===== config.mk =====
export PLATFORM = sky130hd
export DESIGN_NAME = dmem_lsu
export DESIGN_NICKNAME = d
export VERILOG_FILES = /design/src/rtl/dmem_lsu.sv
export SDC_FILE = /design/constraint.sdc
export NUM_CORES = 1
export LEC_CHECK = 0
export CORE_MARGIN = 5
export CORE_UTILIZATION = 45
export CTS_CLUSTER_DIAMETER = 60
export DETAILED_ROUTE_END_ITERATION = 8
export GPL_ROUTABILITY_DRIVEN = 1
export HOLD_SLACK_MARGIN = 0.1
export PLACE_DENSITY = 0.75
export RECOVER_POWER = 100
export REMOVE_ABC_BUFFERS = 1
export SYNTH_ARGS = -nofsm -noshare
export SYNTH_HDL_FRONTEND = slang
export SYNTH_SLANG_ARGS = --single-unit

===== constraint.sdc =====
create_clock -name clk -period 3.94 [get_ports clk]
set_input_delay 0.788 -clock clk [delete_from_list [all_inputs] [get_ports clk]]
set_output_delay 0.788 -clock clk [all_outputs]
set_load 0.02 [all_outputs]

===== src/rtl/dmem_lsu.sv =====
// Load/store initiator between the core and a word-wide data memory: sub-word stores
// use read-modify-write, sub-word loads are sign/zero extended. Optional alignment checking via LSU_ALIGN_CHECK_EN.

module dmem_lsu_lane (
  input  logic       en,
  input  logic [7:0] old_b,
  input  logic [7:0] new_b,
  output logic [7:0] merged
);
  assign merged = en ? new_b : old_b;
endmodule

module dmem_lsu #(
  parameter int MEM_AW = 10,
  parameter int DW     = 32
) (
  input  logic              clk,
  input  logic              rst_n,
  input  logic              req,
  input  logic              we,
  input  logic [1:0]        size,
  input  logic              unsgn,
  input  logic [MEM_AW+1:0] addr,
  input  logic [DW-1:0]     wdata,
  output logic              busy,
  output logic              done,
  output logic              err,
  output logic [DW-1:0]     load_data,
  output logic              mem_read,
  output logic              mem_write,
  output logic [MEM_AW-1:0] mem_addr,
  output logic [DW-1:0]     mem_wdata,
  input  logic [DW-1:0]     mem_rdata
);
  localparam int NUM_LANES = DW / 8;

  typedef enum logic [1:0] {IDLE, RD, WR, FIN} state_t;
  state_t state;

  logic                         we_q;
  logic [1:0]                   size_q;
  logic                         unsgn_q;
  logic [1:0]                   off_q;
  logic [DW-1:0]                wdata_q;

  logic                         misalign;
  logic [NUM_LANES-1:0]         be;
  logic [NUM_LANES-1:0][7:0]    rd_b, rep_b, mrg_b;
  logic [15:0]                  hw;
  logic [DW-1:0]                ext;

`ifdef LSU_ALIGN_CHECK_EN
  assign misalign = ((size == 2'b01) && addr[0]) || ((size == 2'b10) && (addr[1:0] != 2'b00));
`else
  assign misalign = 1'b0;
`endif

  assign rd_b = mem_rdata;

  // Store data is replicated across lanes; the byte enables pick which lanes take it.
  always_comb begin
    be    = '0;
    rep_b = wdata_q;
    case (size_q)
      2'b00: begin
        be[off_q] = 1'b1;
        rep_b     = {NUM_LANES{wdata_q[7:0]}};
      end
      2'b01: begin
        be    = off_q[1] ? 4'b1100 : 4'b0011;
        rep_b = {2{wdata_q[15:0]}};
      end
      default: be = '1;
    endcase
  end

  for (genvar i = 0; i < NUM_LANES; i++) begin : g_lane
    dmem_lsu_lane u_lane (
      .en     (be[i]),
      .old_b  (rd_b[i]),
      .new_b  (rep_b[i]),
      .merged (mrg_b[i])
    );
  end

  always_comb begin
    hw  = off_q[1] ? mem_rdata[31:16] : mem_rdata[15:0];
    ext = mem_rdata;
    case (size_q)
      2'b00:   ext = {{24{~unsgn_q & rd_b[off_q][7]}}, rd_b[off_q]};
      2'b01:   ext = {{16{~unsgn_q & hw[15]}}, hw};
      default: ext = mem_rdata;
    endcase
  end

  always_ff @(posedge clk or negedge rst_n) begin
    if (!rst_n) begin
      state     <= IDLE;
      busy      <= 1'b0;
      done      <= 1'b0;
      err       <= 1'b0;
      mem_read  <= 1'b0;
      mem_write <= 1'b0;
      mem_addr  <= '0;
      mem_wdata <= '0;
      load_data <= '0;
      we_q      <= 1'b0;
      size_q    <= 2'b00;
      unsgn_q   <= 1'b0;
      off_q     <= 2'b00;
      wdata_q   <= '0;
    end else begin
      done      <= 1'b0;
      err       <= 1'b0;
      mem_read  <= 1'b0;
      mem_write <= 1'b0;
      case (state)
        IDLE: if (req) begin
          we_q     <= we;
          size_q   <= size;
          unsgn_q  <= unsgn;
          off_q    <= addr[1:0];
          wdata_q  <= wdata;
          mem_addr <= addr[MEM_AW+1:2];
          busy     <= 1'b1;
          if (size == 2'b11 || misalign) begin
            state <= FIN;
            done  <= 1'b1;
            err   <= 1'b1;
          end else if (we && size == 2'b10) begin
            state     <= WR;
            mem_write <= 1'b1;
            mem_wdata <= wdata;
          end else begin
            state    <= RD;
            mem_read <= 1'b1;
          end
        end
        RD: begin
          // The merged word is captured here so WR drives a registered write word.
          if (we_q) begin
            state     <= WR;
            mem_write <= 1'b1;
            mem_wdata <= mrg_b;
          end else begin
            state     <= FIN;
            done      <= 1'b1;
            load_data <= ext;
          end
        end
        WR: begin
          state <= FIN;
          done  <= 1'b1;
        end
        FIN: begin
          state <= IDLE;
          busy  <= 1'b0;
        end
        default: state <= IDLE;
      endcase
    end
  end
endmodule


## Word level (Yosys, flattened, before mapping)

Cells that the tools add are included.

| word-level totals | value |
|---|---|
| register bits after elaboration | 119 |
| bits in latches | 0 |
| RAM bits | 0 |
| bits in read-only memories | 0 |
| bits of input ports | 83 |
| output and inout port bits | 79 |
| logic and storage cells | 79 |
| memories kept | 0 |

| operators by class | value |
|---|---|
| $add $sub $neg | 0 |
| multiply operators | 0 |
| divide/modulo/power cells | 0 |
| magnitude comparators | 2 |
| equality and inequality tests | 10 |
| shift-type cells | 0 |
| mux-type cells | 39 |
| bitwise operators | 4 |
| reduce and logical (&&, ||, !) cells | 10 |

Operator list:

| kind | number |
|---|---|
| $pmux W32 S2 | 3 |
| $mux W32 | 4 |
| $mux W8 | 5 |
| $bmux W8 S2 | 1 |
| $mux W16 | 1 |
| $mux W1 | 15 |
| $eq A2 B2 Y1 const B | 4 |
| $ne A2 B2 Y1 const B | 4 |
| $pmux W2 S4 | 1 |
| $pmux W4 S2 | 1 |
| $mux W2 | 3 |
| $reduce_and A2 Y1 | 3 |
| $reduce_and A5 Y1 | 1 |
| $eq A2 B1 Y1 const B | 2 |
| $logic_not A2 Y1 | 2 |
| $mux W4 | 1 |
| $pmux W1 S2 | 2 |
| $reduce_bool A2 Y1 | 2 |
| $lt A2 B3 Y1 const B | 1 |
| $pmux W1 S3 | 1 |
| $and A1 B1 Y1 | 2 |
| $demux W1 S2 | 1 |
| $ge A2 B1 Y1 const B | 1 |
| $logic_and A1 B1 Y1 | 2 |
| $not A1 Y1 | 2 |

## Longest topological paths before layout

Gate-level depths: netlist of the first run.

| logic depth | value |
|---|---|
| depth in word-level cells | 8 |
| gate-level depth with buffers | 8 |
| mapped depth without buffers | 6 |

## By module

A second synthesis of the first run with hierarchy kept.

| second synthesis, totals | value |
|---|---|
| cell total of the unflattened synthesis | 562 |
| area, all modules | 6458.7 um^2 |

By module, submodules not included:

| module | times used | cells each | area an instance (um^2) |
|---|---|---|---|
| dmem_lsu | 1 | 526 | 5933.2 |
| dmem_lsu_lane | 4 | 9 | 131.4 |

## Least setup slack after synthesis of the first run

No wires, ideal clock.

| timing path | value |
|---|---|
| path type | input to register |
| start | input port size[0] |
| end | register mem_wdata[4] |
| arrival time | 1718 ps |
| path slack | 2093 ps |
| cell stages on the path | 5 |
| path buffers | 1 |
| cells stage by stage | nand3b_1 o31a_2 buf_2 nor3_1 a211oi_2 |

| on the way | value |
|---|---|
| cells in the longest elaborated chain, start to end | 4 |
| elaborated cells on any way between the ends | 6 |
| classes of those cells | eq/ne: 4; reduce/logical: 2 |

RTL lines:

| item | RTL line | text |
|---|---|---|
| start: declaration | 21 | `input logic [1:0] size,` |
| $eq A2 B2 Y1 | 130 | `end else if (we && size == 2'b10) begin` |
| $logic_and A1 B1 Y1 | 130 |  |
| $ne A2 B2 Y1 (no line) | - |  |
| $reduce_and A5 Y1 (no line) (*) | - |  |
| end signal: assignment | 133 | `mem_wdata <= wdata;` |
| end signal: assignment | 144 | `mem_wdata <= mrg_b;` |
| end: declaration | 32 | `output logic [DW-1:0] mem_wdata,` |

Every way passes the cells marked *; elsewhere a longest branch is shown, timed or not.
A chain may end at the register's enable or synchronous reset.

## Final worst setup path of the first run

| timing path | value |
|---|---|
| start | input port req |
| end | register wdata_q[28] |

| on the way | value |
|---|---|
| cells in the longest elaborated chain, start to end | 1 |

RTL lines:

| item | RTL line | text |
|---|---|---|
| start: declaration | 19 | `input logic req,` |
| $reduce_and A2 Y1 (no line) | - |  |
| end signal: assignment | 123 | `wdata_q <= wdata;` |
| end: declaration | 44 | `logic [DW-1:0] wdata_q;` |

Every way passes these cells.

==> flow_metrics.env, run 1 <==
export IMPL_route_detailed_drc=0
export IMPL_hp_class="register to register"
export IMPL_clock_path_buffers=2
export IMPL_slew_headroom_pct=-48.4
export IMPL_p_per_area_nw_per_um2=906
export IMPL_cp_end_kind="register"
export IMPL_cts_hold_buf=0
export IMPL_synth_main_ff_cell="dfrtp_1"
export IMPL_cts_buffers=17
export IMPL_final_antenna_net_count=0
export IMPL_via_per_inst=5.86
export IMPL_initial_core_util_pct=45.8
export IMPL_synthDistinctLibCells=47
export IMPL_ys_top_cells_by_count="dfrtp_1, nand2_1, mux2_2, nor2_1, a21oi_1"
export IMPL_netlist_area_um2=6040
export IMPL_start_kind="input pin"
export IMPL_dp_hpwl_um=13000
export IMPL_fill_cells=1081
export IMPL_cts_sinks=119
export IMPL_path_max_fanout=28
export IMPL_dr_pass1_iters=5
export IMPL_synthDominantCellAreaShare_pct=49.3
export IMPL_clock_latency_ns=0.42
export IMPL_rsz0062_at_grt="no"
export IMPL_clkSlewWorstSetupHoldPaths_ns=0.05
export IMPL_drtIter0Drc=594
export IMPL_maxSlewViolCount=99
export IMPL_post_cts_buffers=0
export IMPL_finClkSkew_ns=0.0104
export IMPL_syn2layout_area_growth_pct=36.7
export IMPL_synthCells=595
export IMPL_finalWeightedCongestion=0.906
export IMPL_p_leak_nw=3.40
export IMPL_grt_overflow=0
export IMPL_cts_root_buf="clkbuf_16"
export IMPL_min_period_ns=3.35
export IMPL_num_vias=5437
export IMPL_wl_per_cell_um=21.0
export IMPL_pin_count=162
export IMPL_cts_htree_levels=4
export IMPL_grt_max_degree=71
export IMPL_yosysSeqAreaShare_pct=49.3
export IMPL_synth_edf_count=0
export IMPL_row_count=42
export IMPL_crit_required_ns=4.23
export IMPL_cts_repair_resized=0
export IMPL_synth_avg_cell_area_um2=10.2
export IMPL_yosys_area_top_type="dfrtp_1"
export IMPL_drive_above_1_share_pct=15.0
export IMPL_setup_slack_ns=0.586
export IMPL_violations="capacitance limit, slew limit"
export IMPL_nets=830
export IMPL_place_ws_ns=0.893
export IMPL_tightest_slew_ns=2.22
export IMPL_hold_viol=0
export IMPL_cts_tree="built"
export IMPL_utilization_pct=62.6
export IMPL_synthTopCellsByArea="dfrtp_1, mux2_2, nand2_1"
export IMPL_status="complete, but fails checks"
export IMPL_synthMostInstantiatedCell="dfrtp_1"
export IMPL_core_area_um2=13200
export IMPL_seq_area_um2=2980
export IMPL_setup_tns_ns=0
export IMPL_fin_crit_sh_pct=85.1
export IMPL_multi_input_area_um2=2820
export IMPL_critPathArrivalTime_ns=3.65
export IMPL_max_freq_mhz=298
export IMPL_port_buffers=161
export IMPL_grt_pass1_wl_um=30800
export IMPL_grtUsageTotal_pct=24.8
export IMPL_die_area_um2=15800
export IMPL_cap_violations=2
export IMPL_yosys_register_bits=119
export IMPL_grt_pass1_vias=5488
export IMPL_ys_warn_count=0
export IMPL_die_w_um=126
export IMPL_setup_violations=0
export IMPL_antenna_found_initial=0
export IMPL_drt_total_wl_um=19400
export IMPL_vdd_drop_max_mv=0.368
export IMPL_instances_no_fill=928
export IMPL_synthArstFlopShare_pct=100
export IMPL_die_height_um=126
export IMPL_num_antenna_cells=0
export IMPL_dp_cells=899
export IMPL_worst_setup_path_type="input pin to register"
## through the flow
| step | cell area (µm²) | hold WS (ns) | total power, mW |
|---|---|---|---|
| 2_1_floorplan | 5820 | 0.481 | 4.56 |
| 3_3_place_gp | 7760 | 0.465 | 6.14 |
| 3_5_place_dp | 7760 | 0.482 | 6.25 |
| 4_1_cts | 8280 | 0.494 | 7.67 |
| 5_1_grt | 8260 | 0.510 | 7.95 |
| 6_report | 8260 | 0.489 | 7.48 |
## sequential cells by signal (all words and copies together), names as in the netlist, 2 cells and up
name,flops
wdata_q,32
load_data,32
mem_wdata,32
off_q,2
state,2
size_q,2
mem_addr,10
## kinds of logic after synthesis
kind of cell    Yosys count  share of synthesized area (%)
flops                   119                           49.3
fa+ha+maj                 5                           1.03
simple gates            181                           13.4
mux                      75                           13.5
compound gates          164                           18.7
buf+inv                  51                           4.12
## area by class of cell
cell class | count | area share (%)
sequential | 119 | 36.0
multi-input combinational | 425 | 34.1
tap | 176 | 2.67
inverter | 6 | 0.273
timing repair buffer | 173 | 20.5
clock buffer | 25 | 6.12
clock inverter | 4 | 0.242
## layout by cell type (no fill, tap or decap), types with 11 or more instances in the layout
cell type / Yosys / final
nand2b_1: 11 / 11
mux2_2: 54 / 54
nor2_1: 48 / 48
a31oi_1: 20 / 20
dlygate4sd3_1: 0 / 81
nand2_1: 83 / 83
a221oi_1: 12 / 12
o21ai_0: 24 / 28
a21oi_1: 40 / 40
nand3b_1: 11 / 11
dfrtp_1: 119 / 119
mux2i_1: 21 / 21
a22o_1: 12 / 12
clkbuf_16: 0 / 17
clkdlybuf4s50_1: 0 / 79
## critical path, stage by stage
cell,delay [ns]
dlygate4sd3_1,0.57
and2_0,1.65
buf_12,0.28
mux2_2,0.35
## where the power goes
part	switching, mW	leakage, nW	internal, mW
registers	0.411	1.40	1.85
clock network	0.520	0.265	0.870
logic	2.20	1.74	1.63
total	3.13	3.40	4.35
## final timing paths
kind | startpoint | endpoint | slack, ns | cells after the start
setup / recovery | req | wdata_q[28] | 0.59 | 4
hold / removal | mem_wdata[28] | mem_wdata[28] | 0.49 | 2
setup reg to reg | state[1] | mem_wdata[11] | 0.66 | 6
hold reg to reg | mem_wdata[28] | mem_wdata[28] | 0.49 | 2
max in group asynchronous | rst_n | mem_wdata[20] | 1.09 | 2
min in group asynchronous | rst_n | mem_wdata[16] | 0.86 | 1
## metal layers
layer / global-route usage (%) / vias up / wire length (µm)
li1: - / 2447 / -
met1: 32.6 / 2658 / 8020
met2: 37.6 / 283 / 8920
met3: 8.13 / 49 / 1830
met4: 11.0 / 0 / 676
met5: 0 / - / 0
Power figures use the tool's default switching activity.
==> inputs of run 2 (changes only) <==
--- a/config.mk
+++ b/config.mk
@@ -5,6 +5,7 @@
 export SDC_FILE = /design/constraint.sdc
 export NUM_CORES = 1
 export LEC_CHECK = 0
+export CORE_ASPECT_RATIO = 0.6
 export CORE_MARGIN = 5
 export CORE_UTILIZATION = 45
 export CTS_CLUSTER_DIAMETER = 60
==> run 2 against run 1 <==
The run still ends with capacitance limit, slew limit left. Non-clock buffer count did not move. Hold slack got worse by 0.0069 ns. Maximum frequency rose by 5.0%. Sequential power rose by 5%. Wire length rose by 7.0%. Flip-flop and latch count did not move. Register-to-register slack improved by 0.08 ns. Critical path type is now register to register. Largest cell class unchanged. Largest power group unchanged.
==> flow_metrics.env, run 2 (synthesis gave the netlist of run 1 again) <==
export IMPL_cts_repair_resized=0
export IMPL_final_cell_area_um2=8390
export IMPL_route_detailed_drc=0
export IMPL_fin_crit_sh_pct=81.1
export IMPL_die_w_um=160
export IMPL_path_buf_inv=1
export IMPL_clock_path_buffers=2
export IMPL_clock_latency_ns=0.41
export IMPL_grt_pass1_vias=5682
export IMPL_hold_viol=0
export IMPL_row_count=32
export IMPL_cts_sinks=119
export IMPL_cp_end_kind="register"
export IMPL_critPathSlowestCell="a21oi_2"
export IMPL_worst_setup_path_type="register to register"
export IMPL_placed_area_um2=7750
export IMPL_grt_pass1_wl_um=32700
export IMPL_tightest_slew_ns=1.80
export IMPL_max_stage_delay_ns=0.96
export IMPL_nets=830
export IMPL_grt_overflow=0
export IMPL_syn2layout_area_growth_pct=38.8
export IMPL_maxSlewViolCount=67
export IMPL_core_area_um2=13000
export IMPL_pin_count=162
export IMPL_cts_htree_levels=4
export IMPL_hp_class="register to register"
export IMPL_finalWeightedCongestion=0.880
export IMPL_cap_violations=1
export IMPL_final_common_cell="dfrtp_1"
export IMPL_p_per_area_nw_per_um2=948
export IMPL_wl_per_cell_um=22.5
export IMPL_min_period_ns=3.20
export IMPL_setup_violations=0
export IMPL_path_max_fanout=25
export IMPL_start_kind="register"
export IMPL_cpLargestDelayFamily="compound AO/OA/AOI/OAI gates"
export IMPL_slew_headroom_pct=-19.7
export IMPL_num_vias=5628
export IMPL_critPathArrivalTime_ns=3.44
export IMPL_cts_root_buf="clkbuf_16"
export IMPL_p_leak_nw=3.45
export IMPL_seq_area_um2=2980
export IMPL_grt_max_degree=68
export IMPL_fill_cells=1051
export IMPL_cts_tree="built"
export IMPL_finClkSkew_ns=0.00724
export IMPL_post_cts_buffers=0
export IMPL_grtUsageTotal_pct=26.2
export IMPL_cts_hold_buf=0
export IMPL_port_buffers=161
export IMPL_num_antenna_cells=0
export IMPL_vdd_drop_max_mv=0.404
export IMPL_worstPathCellList="inv_1, ha_1, nand2b_1, a21oi_2, a21oi_1"
export IMPL_reg_top3="load_data (32), mem_wdata (32), wdata_q (32)"
export IMPL_max_freq_mhz=313
export IMPL_cts_buffers=17
export IMPL_die_area_um2=15900
export IMPL_via_per_inst=6.08
export IMPL_multi_input_area_um2=2810
export IMPL_drtIter0Drc=409
export IMPL_antenna_found_initial=0
export IMPL_setup_tns_ns=0
export IMPL_layout_cells_most_common_list="dfrtp_1, nand2_1, dlygate4sd3_1"
export IMPL_reg2reg_slack_ns=0.74
export IMPL_die_height_um=99.8
export IMPL_status="complete, but fails checks"
export IMPL_clkSlewWorstSetupHoldPaths_ns=0.06
export IMPL_drive_above_1_share_pct=15.2
export IMPL_dp_hpwl_um=14400
export IMPL_final_antenna_net_count=0
export IMPL_drt_total_wl_um=20800
export IMPL_rsz0062_at_grt="no"
export IMPL_crit_required_ns=4.18
export IMPL_dr_pass1_iters=6
export IMPL_violations="capacitance limit, slew limit"
export IMPL_initial_core_util_pct=46.5
==> run 2: cell types whose count changed in the layout (fill, tap and decap cells not counted), sizes merged <==
cell and delta:
clkinvlp +3, bufinv +6, clkbuf -6
==> run 2: routing by layer <==
metal / track usage, % / share of wire (%) / up-vias / routed length (µm)
li1: - / - / 2452 / -
met5: 0 / 0 / - / 0
met3: 8.21 / 11 / 22 / 2280
met2: 38.7 / 43 / 333 / 8920
met4: 5.87 / 1.0 / 0 / 218
met1: 38.1 / 45 / 2821 / 9380
==> run 2: report_power, final <==
part           leakage, nW  total [mW]  internal [mW]  switching, mW
combinational         1.74        3.80           1.62           2.19
sequential            1.40        2.38           1.85          0.529
clock                0.319        1.77           1.20          0.570
total                 3.45        7.95           4.66           3.29
==> run 2: cell type report <==
cell class              count  area share (%)
well taps                 170            2.54
clock inverters            13            2.70
repair buffers            173            20.2
multi-input cells         425            33.5
inverters                   6           0.268
clock buffers              19            5.28
flip-flops and latches    119            35.5
==> run 2: stage by stage <==
stage	hold WS, ns	worst slack (ns)	power (mW)	cells	util (%)
finish	0.482	0.745	7.95	925	64.5
global route	0.502	0.602	8.36	925	64.5
CTS	0.491	1.40	8.12	925	64.7
detailed placement	0.483	1.09	6.29	893	59.5
floorplan	0.481	0.531	4.56	550	-
global placement	0.474	1.23	6.15	893	59.5
==> run 2: worst reg2reg max path: stages (launching register included) <==
cell and delay [ns]:
dfrtp_1 0.41, inv_1 0.13, ha_1 0.71, nand2b_1 0.64, a21oi_2 0.96, a21oi_1 0.18
==> run 2: final timing paths <==
check / startpoint / endpoint / depth (start not counted)
worst max register to register: state[1] / load_data[31] / 5
worst max-delay path: state[1] / load_data[31] / 5
max in group asynchronous: rst_n / wdata_q[18] / 2
min in group asynchronous: rst_n / load_data[20] / 1
worst min-delay path: mem_wdata[31] / mem_wdata[31] / 2
worst min register to register: mem_wdata[31] / mem_wdata[31] / 2
